==> src/rtl/adc_ram_pkg.sv <==
// Shared types and defaults for the ADC-to-RAM burst writer.
// Latency: n/a (declarations only).
// Backpressure: n/a.
package adc_ram_pkg;

    typedef enum logic [1:0] {
        ST_IDLE = 2'd0,
        ST_CMD  = 2'd1,
        ST_DATA = 2'd2
    } state_t;

    localparam int DATA_W = 256;

    // Beat counters must represent 0..64 inclusive.
    localparam int BEAT_CNT_W = 7;

    localparam int DEF_BURST_LEN   = 16;
    localparam int DEF_FRAME_WORDS = 4096;
    localparam int DEF_BASE_ADDR   = 0;

endpackage

==> src/rtl/fifo_rd_skid2.sv <==
// Two-entry buffer absorbing the one-cycle FIFO read latency.
// Latency: push visible on out_vld the following cycle.
// Backpressure: holds head stable while out_rdy is low; caller must never push into a full, non-draining buffer.
module fifo_rd_skid2 #(
    parameter int DATA_W = 256
) (
    input  logic              clk,
    input  logic              rst,
    input  logic              push,
    input  logic [DATA_W-1:0] push_dat,
    input  logic              out_rdy,
    output logic              out_vld,
    output logic [DATA_W-1:0] out_dat,
    output logic [1:0]        occ,
    output logic              pop
);

    logic [DATA_W-1:0] ent0;
    logic [DATA_W-1:0] ent1;
    logic [1:0]        occ_q;

    assign out_vld = (occ_q != 2'd0);
    assign out_dat = ent0;
    assign pop     = out_vld && out_rdy;
    assign occ     = occ_q;

    always_ff @(posedge clk) begin
        if (rst) begin
            occ_q <= 2'd0;
            ent0  <= '0;
            ent1  <= '0;
        end else begin
            case ({push, pop})
                2'b10: begin
                    if (occ_q == 2'd0) ent0 <= push_dat;
                    else               ent1 <= push_dat;
                    occ_q <= occ_q + 2'd1;
                end
                2'b01: begin
                    ent0  <= ent1;
                    occ_q <= occ_q - 2'd1;
                end
                2'b11: begin
                    if (occ_q == 2'd1) begin
                        ent0 <= push_dat;
                    end else begin
                        ent0 <= ent1;
                        ent1 <= push_dat;
                    end
                end
                default: ;
            endcase
        end
    end

    always_ff @(posedge clk) begin
        if (!rst) assert (!(push && !pop && occ_q == 2'd2));
    end

endmodule

==> src/rtl/adc_ram_burst_writer.sv <==
// Drains the capture FIFO in fixed bursts: one address command, then BURST_LEN write beats.
// Latency: cmd_valid one cycle after the count qualifies; first beat 3 cycles after cmd accept.
// Backpressure: cmd held until cmd_ready; wr_ready stalls FIFO reads through a 2-entry buffer.
module adc_ram_burst_writer #(
    parameter int DATA_W      = adc_ram_pkg::DATA_W,
    parameter int ADDR_W      = 29,
    parameter int BURST_LEN   = adc_ram_pkg::DEF_BURST_LEN,
    parameter int COUNT_W     = 7,
    parameter int FRAME_WORDS = adc_ram_pkg::DEF_FRAME_WORDS,
    parameter int BASE_ADDR   = adc_ram_pkg::DEF_BASE_ADDR
) (
    input  logic               clk,
    input  logic               rst,
    input  logic               enable,
    output logic               fifo_rd_en,
    input  logic [DATA_W-1:0]  fifo_rd_data,
    input  logic               fifo_valid,
    input  logic               fifo_full,
    input  logic [COUNT_W-1:0] fifo_rd_data_count,
    output logic               cmd_valid,
    input  logic               cmd_ready,
    output logic [ADDR_W-1:0]  cmd_addr,
    output logic               wr_valid,
    input  logic               wr_ready,
    output logic [DATA_W-1:0]  wr_data,
    output logic               wr_last,
    output logic               frame_done,
    output logic [15:0]        frame_count,
    output logic               overflow,
    output logic               busy
);
    import adc_ram_pkg::*;

    localparam logic [BEAT_CNT_W-1:0] BURST_BEATS = BEAT_CNT_W'(BURST_LEN);
    localparam logic [BEAT_CNT_W-1:0] LAST_BEAT   = BEAT_CNT_W'(BURST_LEN - 1);
    localparam logic [BEAT_CNT_W-1:0] BEAT_ONE    = BEAT_CNT_W'(1);
    localparam logic [COUNT_W-1:0]    BURST_WORDS = COUNT_W'(BURST_LEN);
    localparam logic [ADDR_W-1:0]     ADDR_STEP   = ADDR_W'(BURST_LEN);
    localparam logic [ADDR_W-1:0]     ADDR_BASE   = ADDR_W'(BASE_ADDR);
    localparam logic [ADDR_W-1:0]     ADDR_END    = ADDR_W'(BASE_ADDR + FRAME_WORDS);

    state_t                  state;
    logic [ADDR_W-1:0]       addr;
    logic [ADDR_W-1:0]       next_addr;
    logic [BEAT_CNT_W-1:0]   reads_issued;
    logic [BEAT_CNT_W-1:0]   beats_sent;
    logic                    rd_inflight;
    logic [1:0]              occ;
    logic                    pop;
    logic [2:0]              pending;

    fifo_rd_skid2 #(.DATA_W(DATA_W)) u_skid (
        .clk      (clk),
        .rst      (rst),
        .push     (rd_inflight && fifo_valid),
        .push_dat (fifo_rd_data),
        .out_rdy  (wr_ready),
        .out_vld  (wr_valid),
        .out_dat  (wr_data),
        .occ      (occ),
        .pop      (pop)
    );

    // Words held or on their way must stay within the two buffer slots after this cycle's pop.
    always_comb begin
        pending    = {1'b0, occ} + {2'b00, rd_inflight};
        fifo_rd_en = !rst && (state == ST_DATA) && (reads_issued < BURST_BEATS)
                     && (pending < (3'd2 + {2'b00, pop}));
    end

    assign wr_last   = wr_valid && (beats_sent == LAST_BEAT);
    assign next_addr = addr + ADDR_STEP;
    assign cmd_addr  = addr;
    assign busy      = (state != ST_IDLE);

    always_ff @(posedge clk) begin
        if (rst) begin
            state        <= ST_IDLE;
            addr         <= ADDR_BASE;
            reads_issued <= '0;
            beats_sent   <= '0;
            rd_inflight  <= 1'b0;
            cmd_valid    <= 1'b0;
            frame_done   <= 1'b0;
            frame_count  <= 16'd0;
            overflow     <= 1'b0;
        end else begin
            rd_inflight <= fifo_rd_en;
            frame_done  <= 1'b0;
            if (fifo_full) overflow <= 1'b1;
            case (state)
                ST_IDLE: begin
                    if (enable && fifo_rd_data_count >= BURST_WORDS) begin
                        state     <= ST_CMD;
                        cmd_valid <= 1'b1;
                    end
                end
                ST_CMD: begin
                    if (cmd_ready) begin
                        cmd_valid    <= 1'b0;
                        state        <= ST_DATA;
                        reads_issued <= '0;
                        beats_sent   <= '0;
                    end
                end
                ST_DATA: begin
                    if (fifo_rd_en) reads_issued <= reads_issued + BEAT_ONE;
                    if (pop)        beats_sent   <= beats_sent + BEAT_ONE;
                    if (pop && wr_last) begin
                        state <= ST_IDLE;
                        if (next_addr == ADDR_END) begin
                            addr        <= ADDR_BASE;
                            frame_done  <= 1'b1;
                            frame_count <= frame_count + 16'd1;
                        end else begin
                            addr <= next_addr;
                        end
                    end
                end
                default: state <= ST_IDLE;
            endcase
        end
    end

endmodule
==> config.mk <==
export PLATFORM = sky130hd
export DESIGN_NAME = adc_ram_burst_writer
export DESIGN_NICKNAME = d
export VERILOG_FILES = /design/src/rtl/adc_ram_pkg.sv /design/src/rtl/fifo_rd_skid2.sv /design/src/rtl/adc_ram_burst_writer.sv
export SDC_FILE = /design/constraint.sdc
export NUM_CORES = 1
export LEC_CHECK = 0
export BUFFER_PORTS_ARGS = -buffer_cell sky130_fd_sc_hd__buf_2
export CORE_ASPECT_RATIO = 1.25
export CORE_MARGIN = 10
export CORE_UTILIZATION = 45
export CTS_CLUSTER_SIZE = 10
export DETAILED_ROUTE_END_ITERATION = 16
export PLACE_DENSITY = 0.72
export SLEW_MARGIN = 10
export SYNTH_ARGS = -nofsm -noshare
export SYNTH_HDL_FRONTEND = slang
export SYNTH_SLANG_ARGS = --single-unit
==> constraint.sdc <==
create_clock -name clk -period 3.6 [get_ports clk]
set_input_delay 0 -clock clk [delete_from_list [all_inputs] [get_ports clk]]
set_output_delay 0 -clock clk [all_outputs]
set_load 0.01 [all_outputs]
Word-level counts from Yosys, hierarchy flattened
Cells that the tools add are included.

cells by class
  add/sub/neg operators = 8
  multiply operators = 0
  divide/modulo/power cells = 0
  order comparisons = 3
  equality and inequality tests = 16
  shifts and indexed selects = 0
  multiplexer cells = 21
  bitwise logic cells = 2
  reductions and logical operators = 27

operators by type and width
  operator                                                           count
  two-way mux 256 bit                                                4
  case mux 256 bit (3 select lines)                                  1
  case mux 256 bit (2 select lines)                                  1
  adder 29 x 5 -> 29 bit, second input constant                      1
  == test 29 x 13 -> 1 bit, second input constant                    1
  two-way mux 29 bit                                                 1
  case mux 7 bit (2 select lines)                                    2
  two-way mux 7 bit                                                  3
  AND reduction 3 bit                                                6
  adder 16 x 1 -> 16 bit, second input constant                      1
  adder 7 x 1 -> 7 bit, second input constant                        2
  inequality test 2 bit, second input constant                       6
  nonzero test 2 bit                                                 6
  logical AND 1 bit                                                  8
  == test 7 x 4 -> 1 bit, second input constant                      1
  greater-or-equal comparator 7 x 5 -> 1 bit, second input constant  1
  less-than comparator 7 x 5 -> 1 bit, second input constant         1
  == test 2 x 1 -> 1 bit, second input constant                      3
  == test 2 bit, second input constant                               3
  two-way mux 2 bit                                                  3
  case mux 2 bit (3 select lines)                                    1
  logical NOT 2 bit                                                  2
  inequality test 2 x 1 -> 1 bit, second input constant              2
  case mux 2 bit (2 select lines)                                    1
  12 further kinds                                                   16

word-level totals
  register bits = 579
  latch bits = 0
  memory bits (writable) = 0
  ROM bits = 0
  input bits = 270
  output and inout bits = 308
  word-level logic and storage cells = 89
  memories kept = 0

Longest topological paths before layout
  depth in word-level cells = 7
  depth in mapped cells = 13
  mapped depth without buffers = 9

Cells and area by module
Synthesis repeated with hierarchy kept, for this count alone.

unflattened totals
  cell total of the unflattened synthesis = 2,966
  area total of the unflattened synthesis = 23,214.8 um2

modules (own cells, without submodules)
  module                times used  cells an instance  area an instance (um2)  sequential area each (um2)
  fifo_rd_skid2         1           2,558              19,917.9                10,289.9
  adc_ram_burst_writer  1           408                3,296.9                 1,221.2

Least setup slack after synthesis
OpenSTA, ideal clock, no wires.

  path type = register to register
  start = register addr[4] (netlist: cmd_addr[4])
  end = register frame_count[10]
  library setup time = 132 ps
  arrival = 2,997 ps
  setup slack = 471 ps
  stages on the path, launching flop included = 12
  buffers on the path = 3
  cell sequence = dfxtp_1 -> ha_1 -> nand4_4 -> or4_4 -> nor2_2 -> a31oi_1 -> or4_1 -> buf_2 -> clkbuf_1 -> clkbuf_1 -> o31ai_1 -> a21oi_1

between the ends
  longest elaborated chain between the ends = 3

RTL lines
  element                               line                         RTL
  start: declaration                    adc_ram_burst_writer.sv:43   logic [ADDR_W-1:0] addr;
  start signal: assignment              adc_ram_burst_writer.sv:116  addr <= next_addr;
  adder 29 x 5 -> 29 bit                adc_ram_burst_writer.sv:72   assign next_addr = addr + ADDR_STEP;
  == test 29 x 13 -> 1 bit              adc_ram_burst_writer.sv:111  if (next_addr == ADDR_END) begin
  AND reduction 3 bit (no source line)  -
  end signal: assignment                adc_ram_burst_writer.sv:114  frame_count <= frame_count + 16'd1;
  end: declaration                      adc_ram_burst_writer.sv:28   output logic [15:0] frame_count,

No other way between the ends.
A chain may end at the register's enable or synchronous reset.

Final worst setup path
  start = register addr[4] (netlist: cmd_addr[4])
  end = register frame_count[11]

The elaborated chain is that of the path after synthesis.

==> qor.csv <==
stage;metric;value;unit
sta;number of pins exceeding their max-slew limit in the final report;0;
clocking;number of clock sinks;575;
sta;setup repair after global routing missed its margin;false;
worst_setup_path;series of cell instances along the critical path;ha_1 -> nand4_4 -> or4_4 -> nor2_2 -> a31oi_1 -> or4_1 -> buf_4 -> or4_1 -> a21oi_1;
flow_run;reported max-cap violation count;0;
floorplan;initial cell density of the core;0.453;
synth;most frequent cell after synthesis;sky130_fd_sc_hd__dfxtp_1;
placement;number of port buffers;569;
finish;share of cells above drive strength 1;0.206;
floorplan;chip height;269;um
worst_setup_path;worst-path fanout max;34;
sta;final count of negative-setup-slack endpoints;0;
floorplan;width of the die;219;um
worst_setup_path;type of destination of the critical path;register;
worst_setup_path;critical setup path kind;reg -> reg;
clocking;depth of the CTS H-tree;3;
worst_setup_path;worst endpoint data arrival time;3890;ps
synth;synthesized area divided by synthesized cell count;8.25;sq um
sta;transition time at the pin with the least slew margin;1250;ps
sta;relative slew slack;0.160;
synth;number of enable-type register cells in the synthesized netlist;0;
drt;Avg Vias per Cell;5.85;
placement;Placed Instance Area;25600;sq um
synth;Synth Flop Type;sky130_fd_sc_hd__dfxtp_1;
worst_setup_path;required time at the endpoint of the critical path;4120;ps
drt;total DRC errors in the routed layout;0;
synth;count of mapped cells out of synthesis;2702;
global_route;pin count of the biggest net entering global routing;151;
placement;GPL Wtd Cong;0.865;
drt;total wire length after detailed routing;85200;um
global_route;gr ovfl total;0;
sta;Fmax;297;MHz
sta;final critical-path required period;3370;ps
sta;Hold Fails Final Rpt;0;
finish;Finished Core Util;0.621;
min_path;Hold Path Class;in -> reg;
drt;number of vias after detailed routing;24100;
worst_setup_path;kind of start point of the critical path;register;
drt;Antenna Nets Post-Route;0;
finish;design area;30500;sq um
clocking;Clock Tree Root;sky130_fd_sc_hd__clkbuf_16;
power_and_ir_drop;Pleak;0.0120;uW
floorplan;standard-cell rows;91;
synth;sequential cell area fraction in the yosys report;0.517;
floorplan;core footprint;49200;sq um
synth;YS warnings;0;
floorplan;I/O pin count;578;
global_route;first-pass GRT wire length;131000;um
synth;async set-reset flop share out of synthesis;0;
drt;number of optimization iterations in the first detailed-route pass;6;
synth;library cell with the largest summed area after synthesis;sky130_fd_sc_hd__dfxtp_1;
synth;post-synth cell types;50;
sta;clk_skew;14.4;ps
clocking;clock-pin slew of the registers on the worst-case setup and hold paths;50;ps
finish;non-filler cells, final;4121;
clocking;TritonCTS clock tree;yes;
placement;Final HPWL DP;52300;um
sta;setup TNS after final layout;0;ps
power_and_ir_drop;pwr/cell area;598;nW/um^2
status;outcome;complete, no violations;
clocking;number of gates resized after cts;0;
finish;number of nets in the final layout;3722;
sta;share of the clock period used by the worst path;0.936;
finish;growth of design area from synthesis to finish;37.1;%
synth;dominant cells by area after synthesis;sky130_fd_sc_hd__dfxtp_1 52%, sky130_fd_sc_hd__a221oi_1 10%, sky130_fd_sc_hd__nand2_1 9.2%;
worst_setup_path;CP dominant cell by count;sky130_fd_sc_hd__or4_1;
clocking;cts bufs inserted;68;
clocking;maximum clock insertion buffer count;3;
synth;post-synthesis register bit count;575;
drt;number of DRC violations after detailed-routing iteration 0;2976;
global_route;via count of the first global-routing pass;23300;
placement;number of cells in the design after placement;3716;
worst_setup_path;slowest library cell on the worst path;sky130_fd_sc_hd__or4_4;
power_and_ir_drop;VDD IR-drop max;0.440;mV
synth;netlist area before placement;22300;sq um
synth;most frequent cells after synthesis;575 x sky130_fd_sc_hd__dfxtp_1, 544 x sky130_fd_sc_hd__nand2_1, 311 x sky130_fd_sc_hd__nor2_1, 279 x sky130_fd_sc_hd__a21oi_1, 267 x sky130_fd_sc_hd__nor3_1;
synth;top-area cell type share of the netlist area;0.517;
global_route;Overall Global Routing Usage;0.273;
drt;post-DR wirelength/cell;20.7;um
floorplan;Die Area;58900;sq um
clocking;insertion delay of the later-clocked pin in the worst-skew pair;600;ps
global_route;initial antenna violation count;17;
worst_setup_path;worst stage delay on the critical path;570;ps
-- critical path, delay by kind of cell, from the launching register on --
family / cells / cell delay [ps]
buffers and inverters: 1 / 250
adders and majority gates: 1 / 390
AOI/OAI and AO/OA: 2 / 240
and+or+nand+nor: 5 / 1920
DFF: 1 / 480
-- metrics by stage --
stage,power (uW),hold slack (ps),setup slack [ps]
floorplan,10000,116,471
global placement,11900,208,337
detailed placement,12000,237,288
CTS,18300,158,24.2
global route,19100,201,11.4
finish,18300,206,229
-- kinds of logic after synthesis --
group,synth area share
other,0.000168
adders and majority gates,0.00674
AOI/OAI and AO/OA,0.177
xor gates and xnor gates,0.0169
and+or+nand+nor,0.234
muxes,0.00180
DFF,0.517
buffers and inverters,0.0464
-- final timing paths --
path / startpoint / endpoint / slack [ps] / depth (start not counted)
worst min register to register: u_skid.ent1[155]$_SDFFE_PP0P_ / u_skid.ent1[155]$_SDFFE_PP0P_ / 450 / 2
worst max register to register: cmd_addr[4]$_SDFFE_PP0P_ / frame_count[11]$_SDFFE_PP0P_ / 230 / 9
worst min-delay path: fifo_rd_data[13] / u_skid.ent1[13]$_SDFFE_PP0P_ / 210 / 4
worst max-delay path: cmd_addr[4]$_SDFFE_PP0P_ / frame_count[11]$_SDFFE_PP0P_ / 230 / 9
-- placed cells by master, fill, tap and decap left out, types with 18 or more instances in the layout --
cell type,n
sky130_fd_sc_hd__a221oi_1,256
sky130_fd_sc_hd__xor2_1,23
sky130_fd_sc_hd__nand2_1,543
sky130_fd_sc_hd__nor3_1,267
sky130_fd_sc_hd__nand3_1,18
sky130_fd_sc_hd__nor2_1,310
sky130_fd_sc_hd__clkbuf_16,68
sky130_fd_sc_hd__dfxtp_1,575
sky130_fd_sc_hd__xnor2_1,20
sky130_fd_sc_hd__buf_4,28
sky130_fd_sc_hd__a21oi_1,278
sky130_fd_sc_hd__dlygate4sd3_1,301
sky130_fd_sc_hd__buf_12,19
sky130_fd_sc_hd__buf_2,568
-- timing repair --
item	4_1_cts	5_1_grt
hold buffers	301	0
setup endpoints to repair	0	36
hold endpoints to repair	520	0
setup buffers	0	2
-- state kept, by name, summed over array words and instances (netlist names) --
register and count:
beats_sent 7, state 2, u_skid.out_dat 256, u_skid.ent1 256, cmd_addr 25, cmd_valid 1
u_skid.occ 2, frame_done 1, reads_issued 7, frame_count 16, rd_inflight 1, overflow 1
-- where the power goes --
group	leakage (uW)	internal, uW	switching, uW
clock	0.000911	3420	2640
combinational	0.00641	1720	2830
sequential	0.00465	7170	488
total	0.0120	12300	5960
-- metal layers --
| layer | share of wire | up-vias | wire length, um | global-route usage |
|---|---|---|---|---|
| li1 | - | 11000 | - | - |
| met1 | 0.36 | 11400 | 31100 | 0.316 |
| met2 | 0.48 | 1423 | 40900 | 0.445 |
| met3 | 0.10 | 293 | 8880 | 0.0824 |
| met4 | 0.051 | 4 | 4310 | 0.147 |
| met5 | 0.00016 | - | 14 | 0 |
-- layout make-up --
| type | instances | area (sq um) |
|---|---|---|
| tap | 651 | 815 |
| sequential | 575 | 11500 |
| antenna | 17 | 42.5 |
| timing repair buffer | 917 | 6460 |
| clock inverter | 10 | 121 |
| fill | 3987 | 18600 |
| clock buffer | 73 | 1730 |
| inverter | 12 | 45.0 |
| multi-input combinational | 1866 | 9820 |
(Power assumes the default switching activity.)
